<file path="config.mk">
export PLATFORM = sky130hd
export DESIGN_NAME = uart_receiver
export DESIGN_NICKNAME = d
export VERILOG_FILES = /design/src/rtl/uart_pkg.sv /design/src/rtl/uart_baud_tick.sv /design/src/rtl/uart_receiver.sv
export SDC_FILE = /design/constraint.sdc
export NUM_CORES = 1
export LEC_CHECK = 0
export ABC_CLOCK_PERIOD_IN_PS = 2200
export BUFFER_PORTS_ARGS = -buffer_cell sky130_fd_sc_hd__buf_4
export CAP_MARGIN = 10
export CORE_UTILIZATION = 50
export CTS_CLUSTER_SIZE = 12
export DETAILED_ROUTE_END_ITERATION = 8
export GPL_TIMING_DRIVEN = 0
export PLACE_DENSITY = 0.76
export SKIP_CTS_REPAIR_TIMING = 1
export SLEW_MARGIN = 40
export SYNTH_ARGS = -nofsm -noshare
export SYNTH_HDL_FRONTEND = slang
export SYNTH_SLANG_ARGS = --single-unit
</file>
<file path="constraint.sdc">
create_clock -name clk -period 2.2 [get_ports clk]
set_input_delay 0.44 -clock clk [delete_from_list [all_inputs] [get_ports clk]]
set_output_delay 0.44 -clock clk [all_outputs]
set_load 0.01 [all_outputs]
</file>
<file path="src/rtl/uart_pkg.sv">
// uart_pkg: shared UART types and constants for the receive and transmit engines
package uart_pkg;
   localparam int OVERSAMPLE_DEFAULT = 16;
   localparam int UART_DATA_W = 8;
   typedef enum logic [2:0] {RX_IDLE, RX_START, RX_DATA, RX_PARITY, RX_STOP} rx_state_t;
endpackage

</file>
<file path="src/rtl/uart_baud_tick.sv">
// uart_baud_tick: loadable down-counter producing one tick every div+1 clk cycles
module uart_baud_tick #(
   parameter int DIV_W = 16
) (
   input  logic             clk,
   input  logic             rst,
   input  logic             load,
   input  logic [DIV_W-1:0] div,
   output logic             tick
);
   logic [DIV_W-1:0] cnt;
   assign tick = (cnt == '0);
   always_ff @(posedge clk) begin
      if (rst) cnt <= '0;
      else if (load || tick) cnt <= div;
      else cnt <= cnt - 1'b1;
   end
endmodule

</file>
<file path="src/rtl/uart_receiver.sv">
// uart_receiver: 16x oversampled UART receive engine with optional parity and framing check
module uart_receiver
   import uart_pkg::*;
#(
   parameter int OVERSAMPLE = OVERSAMPLE_DEFAULT,
   parameter int DIV_W      = 16
) (
   input  logic                   clk,
   input  logic                   rst,
   input  logic                   rx,
   input  logic [DIV_W-1:0]       baud_div,
   input  logic                   parity_en,
   input  logic                   parity_odd,
   output logic [UART_DATA_W-1:0] recv_data,
   output logic                   recv_int,
   output logic                   recv_error,
   output logic                   recv_busy
);
   localparam int TW = $clog2(OVERSAMPLE);
   localparam int BW = $clog2(UART_DATA_W);
   rx_state_t state, state_n;
   logic rx_meta, rx_sync, rx_prev;
   logic [TW-1:0] tcnt, tcnt_n;
   logic [BW-1:0] bcnt, bcnt_n;
   logic [UART_DATA_W-1:0] shreg, shreg_n, data_n;
   logic [DIV_W-1:0] div_q, div_n;
   logic perr, perr_n, int_n, err_n, pen_q, pen_n, podd_q, podd_n;
   logic load, tick, sample;
   uart_baud_tick #(.DIV_W(DIV_W)) u_baud_tick (
      .clk (clk),
      .rst (rst),
      .load(load),
      .div (load ? baud_div : div_q),
      .tick(tick)
   );
   always_ff @(posedge clk) begin
      if (rst) {rx_meta, rx_sync, rx_prev} <= 3'b111;
      else {rx_meta, rx_sync, rx_prev} <= {rx, rx_meta, rx_sync};
   end
   assign recv_busy = (state != RX_IDLE);
   // START samples at mid-bit; every later sample is one full bit period after the previous one
   always_comb begin
      state_n = state;
      tcnt_n  = tcnt;
      bcnt_n  = bcnt;
      shreg_n = shreg;
      perr_n  = perr;
      data_n  = recv_data;
      int_n   = 1'b0;
      err_n   = 1'b0;
      div_n   = div_q;
      pen_n   = pen_q;
      podd_n  = podd_q;
      load    = 1'b0;
      sample  = tick && (state == RX_START ? tcnt == TW'(OVERSAMPLE/2-1) : tcnt == TW'(OVERSAMPLE-1));
      if (tick) tcnt_n = sample ? '0 : tcnt + 1'b1;
      case (state)
         RX_IDLE: if (!rx_sync && rx_prev) begin
            state_n = RX_START;
            load    = 1'b1;
            tcnt_n  = '0;
            bcnt_n  = '0;
            perr_n  = 1'b0;
            div_n   = baud_div;
            pen_n   = parity_en;
            podd_n  = parity_odd;
         end
         RX_START: if (sample) state_n = rx_sync ? RX_IDLE : RX_DATA;
         RX_DATA: if (sample) begin
            shreg_n = {rx_sync, shreg[UART_DATA_W-1:1]};
            bcnt_n  = bcnt + 1'b1;
            if (bcnt == BW'(UART_DATA_W-1)) state_n = pen_q ? RX_PARITY : RX_STOP;
         end
         RX_PARITY: if (sample) begin
            perr_n  = (^shreg ^ rx_sync) != podd_q;
            state_n = RX_STOP;
         end
         // return to IDLE mid-stop-bit so a back-to-back start edge is not missed
         RX_STOP: if (sample) begin
            state_n = RX_IDLE;
            int_n   = rx_sync && !perr;
            err_n   = !(rx_sync && !perr);
            data_n  = (rx_sync && !perr) ? shreg : recv_data;
         end
         default: state_n = RX_IDLE;
      endcase
   end
   always_ff @(posedge clk) begin
      if (rst) begin
         state      <= RX_IDLE;
         tcnt       <= '0;
         bcnt       <= '0;
         shreg      <= '0;
         perr       <= 1'b0;
         recv_data  <= '0;
         recv_int   <= 1'b0;
         recv_error <= 1'b0;
         div_q      <= '0;
         pen_q      <= 1'b0;
         podd_q     <= 1'b0;
      end else begin
         state      <= state_n;
         tcnt       <= tcnt_n;
         bcnt       <= bcnt_n;
         shreg      <= shreg_n;
         perr       <= perr_n;
         recv_data  <= data_n;
         recv_int   <= int_n;
         recv_error <= err_n;
         div_q      <= div_n;
         pen_q      <= pen_n;
         podd_q     <= podd_n;
      end
   end
endmodule

</file>
==> reports/qor.txt <==
run status -> complete, but fails checks
failing checks -> negative setup slack
initial drt markers -> 198
die area -> 6235 um^2
CP Depth -> 7
initial antenna violation count -> 0
mapped cell area -> 2962 um^2
max_cap viols -> 0
CTS Buffer Depth -> 2
die width -> 78.96 um
critical path class -> reg -> reg
Slew headroom -> 59.01%
minimum clock period after layout -> 2.290 ns
vias in the first global route -> 2443
Die Height -> 78.96 um
most frequent cells in the layout -> dfxtp_1, nand2_1, a21oi_1
EDFF count, synth -> 0
GP Congestion -> 0.8272
synthesized flop and latch total -> 66
largest net degree at the start of global routing -> 11
Post-Syn Nets -> 371
drt pass-1 iters -> 4
DR DRC count -> 0
skew final -> 0.004721 ns
Via Count -> 2646
Avg WL per Cell -> 15.34 um
number of CTS-inserted buffers -> 9
PortBufs -> 31
Area Overhead vs Synth -> 20.91%
pwr/cell area -> 939.4 nW/um^2
final net count -> 413
share of post-route cells with drive strength above 1 -> 21.74%
top-area cell type share of the netlist area -> 44.61%
Hold Crit Start -> rx
reg2reg path depth -> 7
CP max FO -> 5
Vias per Instance -> 5.715
worst path cell trace -> inv_1 -> ha_1 -> nor4bb_2 -> nand3_1 -> or4b_4 -> or3_4 -> a21oi_2
Worst Tran Pin Value -> 0.5993 ns
Cell Count, Final, Fillers Out -> 463
VDD IR max -> 0.0005601 V
Synth Instances -> 345
commonest non-fill, non-tap cell in the layout -> dfxtp_1
final wirelength -> 7104 um
GR Util All Layers -> 23.82%
fillcell total -> 475
core region area -> 5608 um^2
Post-synth ARST share -> 0%
Critical Path Source -> u_baud_tick.cnt[0]
clk slew on worst S/H paths -> 0.07 ns
post-DP HPWL -> 4548 um
clk sinks -> 66
max-slew violations -> 0
setup ws final -> -0.08957 ns
crit path capture type -> register
final setup vio count -> 19
kind of cell adding the most delay to the critical path -> simple AND/OR/NAND/NOR gates
CP Launch Type -> register
slowest CP cell -> or4b_4
Worst Path Arrival -> 2.56 ns
post-synthesis sequential area ratio -> 44.61%
Max stage delay on crit path -> 0.60 ns
Clock Tree Root -> clkbuf_8
first-pass GRT wire length -> 11410 um
Hold Crit Class -> in -> reg
ant diodes -> 0
hold depth -> 2
Rows -> 27
Placed Cells -> 448
post-route core utilization -> 63.86%
htree depth -> 3
Crit Reg-Reg Startpoint -> u_baud_tick.cnt[0]
starting density of the core -> 52.81%
Leak -> 1.306 nW
grt ovf -> 0
final hold vios -> 0
synth warn -> 0
Final period util -> 104.1%
ys flop type -> dfxtp_1
Worst Path Buf+Inv -> 1
area leader, netlist -> dfxtp_1
average size of a mapped cell -> 8.584 um^2
antenna viol nets, final -> 0
RSZ-0062 raised after global routing -> yes
CTS tree -> yes
Worst Path Required -> 2.47 ns
area of the multi-input gates -> 1643 um^2
Distinct cells, synth -> 44
clk_lat worst skew -> 0.34 ns
Reg area -> 1325 um^2
Max Fclk -> 0.4368 GHz
I/O Pins -> 32
synth top area cells -> dfxtp_1, a21oi_1, xnor2_1
[metal layers]
layer | global-route usage [%] | up-vias | wire length (um)
met5 | 0 | - | 0
met4 | 10.18 | 0 | 112
met3 | 5.862 | 13 | 419
met2 | 37.07 | 81 | 3240
met1 | 31.27 | 1242 | 3331
li1 | - | 1310 | -
[flip-flops by register name, summed over array words and instances (netlist names), 3 cells and up]
signal,flops
div_q,16
u_baud_tick.cnt,16
tcnt,4
shreg,8
state,3
recv_data,8
bcnt,3
[metrics by stage]
stage	power, mW	worst slack [ns]	hold WS [ns]	setup TNS [ns]	area [um^2]
final	3.364	-0.08957	0.2804	-0.6637	3581
after global routing	3.552	-0.1638	0.2733	-2.781	3581
after CTS	3.238	-0.3886	0.2714	-11.34	3462
after detailed placement	2.339	-0.3763	0.3957	-10.67	3292
after global placement	2.318	-0.3384	0.3925	-9.627	3287
after floorplan	2.145	-0.01208	0.3895	-0.04325	2964
[cells by family after synthesis]
| kind of cell | share of synthesized area [%] |
|---|---|
| AOI/OAI and AO/OA | 17.41 |
| adders and majority gates | 2.112 |
| DFF | 44.61 |
| buffers and inverters | 3.718 |
| and+or+nand+nor | 23.36 |
| muxes | 0.3380 |
| xor gates and xnor gates | 8.450 |
[cell usage after synthesis (all sizes together), types with 2 or more instances]
cell	number
or3	2
nor2	19
nand3	17
and2	3
xor2	7
dfxtp	66
nand2b	4
a2bb2oi	16
nand2	44
clkbuf	18
or2	5
buf	4
ha	5
or4	5
nor4	5
nand4	10
inv	5
nor3b	3
o21ai	18
a21oi	44
xnor2	19
nor2b	2
nor3	6
o211ai	2
[power by group]
part           total (mW)  switching, mW  internal [mW]
sequential           1.49          0.150           1.34
combinational       0.966          0.508          0.458
clock               0.910          0.451          0.459
total                3.36           1.11           2.25
[layout make-up]
cell class | count | share of cell area, %
multi-input combinational | 253 | 45.88
clock inverter | 3 | 0.4193
clock buffer | 12 | 4.333
timing repair buffer | 32 | 6.709
tap | 72 | 2.516
inverter | 5 | 0.5241
buffer | 20 | 2.621
sequential | 66 | 37.00
[path summary, 6_finish.rpt]
check / to / slack (ns)
max: perr / -0.09
min: rx_meta / 0.28
max reg2reg: perr / -0.09
min reg2reg: rx_sync / 0.41
Note: power is estimated with default switching activity, not from simulation.
